File: config.mk
export PLATFORM = sky130hd
export DESIGN_NAME = odo_sbox_small_inv
export DESIGN_NICKNAME = d
export VERILOG_FILES = /design/src/rtl/odo_pkg.sv /design/src/rtl/odo_sbox_inv_ram.sv /design/src/rtl/odo_sbox_small_inv.sv
export SDC_FILE = /design/constraint.sdc
export NUM_CORES = 1
export LEC_CHECK = 0
export ABC_AREA = 1
export CAP_MARGIN = 20
export CELL_PAD_IN_SITES_DETAIL_PLACEMENT = 0
export CELL_PAD_IN_SITES_GLOBAL_PLACEMENT = 2
export CORE_UTILIZATION = 30
export CTS_CLUSTER_DIAMETER = 50
export CTS_CLUSTER_SIZE = 8
export DETAILED_ROUTE_END_ITERATION = 10
export PLACE_DENSITY_LB_ADDON = 0.25
export SLEW_MARGIN = 10
export SYNTH_ARGS = -nofsm -noshare
export SYNTH_HDL_FRONTEND = slang
export SYNTH_SLANG_ARGS = --single-unit
File: constraint.sdc
create_clock -name clk -period 2.6 [get_ports clk]
set_input_delay 0.26 -clock clk [delete_from_list [all_inputs] [get_ports clk]]
set_output_delay 0.26 -clock clk [all_outputs]
set_load 0.01 [all_outputs]
File: src/rtl/odo_pkg.sv
// Shared Odo definitions: small S-box width and the inverse-loader FSM state type.
package odo_pkg;

  localparam int ODO_SBOX_SMALL_W = 6;

  typedef enum logic [1:0] {
    EMPTY = 2'd0,
    LOAD  = 2'd1,
    READY = 2'd2,
    ERROR = 2'd3
  } odo_sbox_inv_state_t;

endpackage

File: src/rtl/odo_sbox_inv_ram.sv
// 2**W x W simple dual-port table: one write port, one registered read port.
// Only the read data register is reset; the array keeps stale contents.
module odo_sbox_inv_ram #(
  parameter int W = 6
) (
  input  logic         clk,
  input  logic         rst,
  input  logic         we,
  input  logic [W-1:0] waddr,
  input  logic [W-1:0] wdata,
  input  logic         re,
  input  logic [W-1:0] raddr,
  output logic [W-1:0] rdata
);
  localparam int DEPTH = 2**W;

  logic [W-1:0] mem [DEPTH];

  always_ff @(posedge clk) begin
    if (we) begin
      mem[waddr] <= wdata;
    end
  end

  always_ff @(posedge clk) begin
    if (rst) begin
      rdata <= '0;
    end else if (re) begin
      rdata <= mem[raddr];
    end
  end

endmodule

File: src/rtl/odo_sbox_small_inv.sv
// Loadable inverse small S-box: streams fwd[i] in index order, stores inv[fwd[i]] = i,
// then serves registered lookups. Define ODO_SBOX_INV_CHECK_EN to enable duplicate detection.
module odo_sbox_small_inv
  import odo_pkg::*;
#(
  parameter int W       = ODO_SBOX_SMALL_W,
  parameter int OUT_REG = 0
) (
  input  logic                clk,
  input  logic                rst,
  input  logic                load_start,
  input  logic                load_valid,
  input  logic [W-1:0]        load_data,
  output logic                load_done,
  output logic                load_err,
  input  logic                lk_valid,
  input  logic [W-1:0]        lk_in,
  output logic                lk_out_valid,
  output logic [W-1:0]        lk_out,
  output odo_sbox_inv_state_t dbg_state
);
  localparam int         DEPTH = 2**W;
  localparam logic [W:0] LAST  = (W+1)'(DEPTH - 1);

  // Handshake: load_valid/load_data and lk_valid/lk_in are accepted on any cycle the
  // state allows (no ready, no backpressure); lk_out_valid qualifies lk_out for one cycle.

  odo_sbox_inv_state_t state;
  logic [W:0]          cnt;
  logic                dup;
  logic                wr_en;
  logic                rd_en;
  logic                rd_valid;
  logic [W-1:0]        rd_data;

`ifdef ODO_SBOX_INV_CHECK_EN
  logic [DEPTH-1:0] seen;
  logic             err_q;
  assign dup      = seen[load_data];
  assign load_err = err_q;
`else
  assign dup      = 1'b0;
  assign load_err = 1'b0;
`endif

  // load_start has priority over data in the same cycle, so its data is dropped.
  assign wr_en     = (state == LOAD) && load_valid && !load_start && !dup;
  // Reads only depend on READY, so a lookup alongside load_start uses the old table.
  assign rd_en     = (state == READY) && lk_valid;
  assign dbg_state = state;

  always_ff @(posedge clk) begin
    if (rst) begin
      state     <= EMPTY;
      cnt       <= '0;
      load_done <= 1'b0;
`ifdef ODO_SBOX_INV_CHECK_EN
      seen      <= '0;
      err_q     <= 1'b0;
`endif
    end else if (load_start) begin
      state     <= LOAD;
      cnt       <= '0;
      load_done <= 1'b0;
`ifdef ODO_SBOX_INV_CHECK_EN
      seen      <= '0;
      err_q     <= 1'b0;
`endif
    end else begin
      case (state)
        LOAD: begin
          if (load_valid) begin
            if (dup) begin
              state <= ERROR;
`ifdef ODO_SBOX_INV_CHECK_EN
              err_q <= 1'b1;
`endif
            end else begin
              cnt <= cnt + (W+1)'(1);
`ifdef ODO_SBOX_INV_CHECK_EN
              seen[load_data] <= 1'b1;
`endif
              if (cnt == LAST) begin
                state     <= READY;
                load_done <= 1'b1;
              end
            end
          end
        end
        default: ;
      endcase
    end
  end

  always_ff @(posedge clk) begin
    if (rst) begin
      rd_valid <= 1'b0;
    end else begin
      rd_valid <= rd_en;
    end
  end

  odo_sbox_inv_ram #(
    .W(W)
  ) u_ram (
    .clk  (clk),
    .rst  (rst),
    .we   (wr_en),
    .waddr(load_data),
    .wdata(cnt[W-1:0]),
    .re   (rd_en),
    .raddr(lk_in),
    .rdata(rd_data)
  );

  generate
    if (OUT_REG != 0) begin : g_out_reg
      logic         v_q;
      logic [W-1:0] d_q;
      always_ff @(posedge clk) begin
        if (rst) begin
          v_q <= 1'b0;
          d_q <= '0;
        end else begin
          v_q <= rd_valid;
          if (rd_valid) begin
            d_q <= rd_data;
          end
        end
      end
      assign lk_out_valid = v_q;
      assign lk_out       = d_q;
    end else begin : g_no_out_reg
      assign lk_out_valid = rd_valid;
      assign lk_out       = rd_data;
    end
  endgenerate

endmodule

==> impl_metrics.env <==
export IMPL_critical_path_class="reg -> reg"
export IMPL_root_buffer="clkbuf_16"
export IMPL_die_area_mm2=0.0554
export IMPL_final_nets=1541
export IMPL_grt_pass1_vias=10797
export IMPL_nFillCells=5279
export IMPL_place_port_buffers=26
export IMPL_p_leak_nw=7.11
export IMPL_cts_setup_buffers=0
export IMPL_grt_pass1_wl_um=71400
export IMPL_required_ps=2920
export IMPL_ys_warn_count=0
export IMPL_yosysTopAreaCell="edfxtp_1"
export IMPL_gp_congestion=0.775
export IMPL_cp_end_kind="register"
export IMPL_period_share=0.913
export IMPL_via_count=10813
export IMPL_pre_cts_ws_ps=-0.121
export IMPL_vias_per_cell=4.82
export IMPL_initial_core_util=0.304
export IMPL_drc=0
export IMPL_cts_buffers=59
export IMPL_hp_class="in -> reg"
export IMPL_critPathArrivalTime_ps=2690
export IMPL_worst_setup_path_start_kind="register"
export IMPL_drv_slew=0
export IMPL_grt_antenna_before_repair=0
export IMPL_grt_max_degree=97
export IMPL_drtIter0Drc=819
export IMPL_seqPwrFrac=0.477
export IMPL_relSlewSlack=0.376
export IMPL_grt_usage=0.174
export IMPL_yosysSeqAreaShare=0.725
export IMPL_ctsLongestPathBuffers=3
export IMPL_dieWidth_um=235
export IMPL_grt_overflow=0
export IMPL_final_antenna_net_count=0
export IMPL_power_frac_comb=0.047
export IMPL_wl_um=47700
export IMPL_io_pins=28
export IMPL_htreeDepth=2
export IMPL_wl_per_cell_um=21.3
export IMPL_place_hpwl_um=29300
export IMPL_ir_worst_vdd_v=0.000442
export IMPL_die_h_um=235
export IMPL_first_pass_iters=5
export IMPL_synth_area_mm2=0.0163
export IMPL_power_total_w=0.0146
export IMPL_p_sw_frac=0.221
export IMPL_p_int_w=0.0114
export IMPL_clock_fmax_mhz=421
export IMPL_setup_viol=0
export IMPL_final_layout_size_suffix_gt1_frac=0.107
export IMPL_cts_resized=0
export IMPL_setup_tns_ps=0
export IMPL_rsz0062_at_grt="false"
export IMPL_antennaDiodeCount=0
export IMPL_synth_cell_types=19
export IMPL_cap_viol_max_count=0
export IMPL_worst_pin_slew_ps=936
export IMPL_status="completed"
export IMPL_worst_slack_ps=226
export IMPL_p_clk_frac=0.476
export IMPL_cts_hold_buf=0
export IMPL_fin_skew_ps=14.6
export IMPL_p_sw_w=0.00323
export IMPL_finalHoldViolCount=0
export IMPL_core_mm2=0.0538
export IMPL_area_growth_pct=19.4
export IMPL_cts_sinks=400
export IMPL_synth_area_per_cell_um2=11.4
export IMPL_netlist_top_cells_area="edfxtp_1 71%, nand3_1 11%, nand2_1 10%"
export IMPL_clk_insertion_delay_late_ps=620
export IMPL_synth_top_area_frac=0.706
export IMPL_syn_inst=1434
export IMPL_synth_seq_cells=400
export IMPL_synth_fp_nets=1452
export IMPL_min_period_ps=2370
export IMPL_clk_pin_slew_ps=50
export IMPL_p_per_area_mw_per_mm2=751
export IMPL_cts_tree="yes"
export IMPL_num_rows=85
export IMPL_worstPathMaxFanout=6
-- stage by stage --
step	cell area, um^2	hold WS [ps]	std cells	utilization
2_1_floorplan	16300	377	1434	-
3_3_place_gp	17800	450	2158	0.332
3_5_place_dp	17800	450	2158	0.332
4_1_cts	19500	190	2243	0.363
5_1_grt	19500	231	2243	0.363
6_report	19500	224	2243	0.363
-- layout make-up --
cell class                 instances  area [um^2]  share of cell area
tap                              696          871              0.0446
timing repair buffer             112         1040              0.0532
multi-input combinational        923         3970               0.203
clock inverter                     9          111             0.00571
inverter                          27          106             0.00545
clock buffer                      76         1560              0.0800
sequential                       400        11900               0.608
-- worst paths after layout --
kind,to,cells past startpoint,slack (ps),from
max reg2reg,u_ram.mem[12][2]$_DFFE_PP_,8,230,dbg_state[0]$_SDFFE_PP0P_
min,lk_out_valid$_SDFF_PP0_,3,220,lk_valid
max,u_ram.mem[12][2]$_DFFE_PP_,8,230,dbg_state[0]$_SDFFE_PP0P_
min reg2reg,cnt[6]$_SDFFE_PP0P_,2,460,cnt[6]$_SDFFE_PP0P_
-- worst max-delay path, stage by stage, from the launching register on --
cell     delay [ps]
dfxtp_1         400
nand3_2         110
nor2_1          340
inv_1           120
nor2_1          250
nand2_1         140
buf_4           190
nor2_1          290
buf_4           230
-- routing by layer --
layer / GRT usage / share of wire
met5: 0 / 0
met4: 0.0509 / 0.021
met3: 0.0249 / 0.047
met2: 0.279 / 0.47
met1: 0.244 / 0.47
-- power groups by stage --
stage	Combinational, W	Clock, W	Sequential [W]
2_1_floorplan	0.000414	0	0.00711
3_3_place_gp	0.000709	0	0.00711
3_5_place_dp	0.000700	0	0.00711
4_1_cts	0.000702	0.00713	0.00698
5_1_grt	0.000764	0.00737	0.00698
6_report	0.000689	0.00698	0.00698
-- cells by family after synthesis --
family          Yosys count  share of synthesized area
compound gates           10                    0.00306
fa+ha+maj                 1                   0.000766
buf+inv                 111                     0.0320
flops                   400                      0.725
other cells               1                   0.000229
simple gates            911                      0.239
-- placed cells by master (no fill, tap or decap) --
master           synthesis  routed
and3_1                   1       1
a21oi_1                  7       7
clkbuf_1                17      15
buf_4                   13      76
clkinv_4                 0       1
inv_16                   0       1
clkbuf_8                 0       2
nor2_1                  86      86
clkinv_8                 0       2
bufinv_16                0       1
clkinvlp_4               0       1
buf_12                   0      11
o21ai_0                  3       3
buf_6                    0       1
edfxtp_1               384     384
clkdlybuf4s50_1          0      23
inv_6                    0       1
nand2_1                447     447
clkbuf_16                0      59
clkinv_2                 0       1
nand3_2                  1       1
dfxtp_1                 16      10
buf_2                   46       1
ha_1                     1       1
or2_1                    1       1
nor3_1                   5       5
dfxtp_2                  0       6
inv_2                    2       1
nand3_1                370     370
inv_1                   25      25
clkinv_1                 0       2
conb_1                   1       1
-- flip-flops by register name (all words and copies together), names as in the netlist --
signal,flops
u_ram.mem,384
lk_out_valid,1
dbg_state,2
u_ram.rdata,6
cnt,7
-- synth_stat cells --
cell and count:
ha_1 1, conb_1 1, buf_4 13, dfxtp_1 16, inv_2 2, a21oi_1 7
nand2_1 447, clkbuf_1 17, or2_1 1, nor2_1 86, buf_1 8, edfxtp_1 384
buf_2 46, nand3_1 370, nand3_2 1, inv_1 25, and3_1 1, nor3_1 5
o21ai_0 3
No activity file was read; power rests on OpenSTA's default activity.
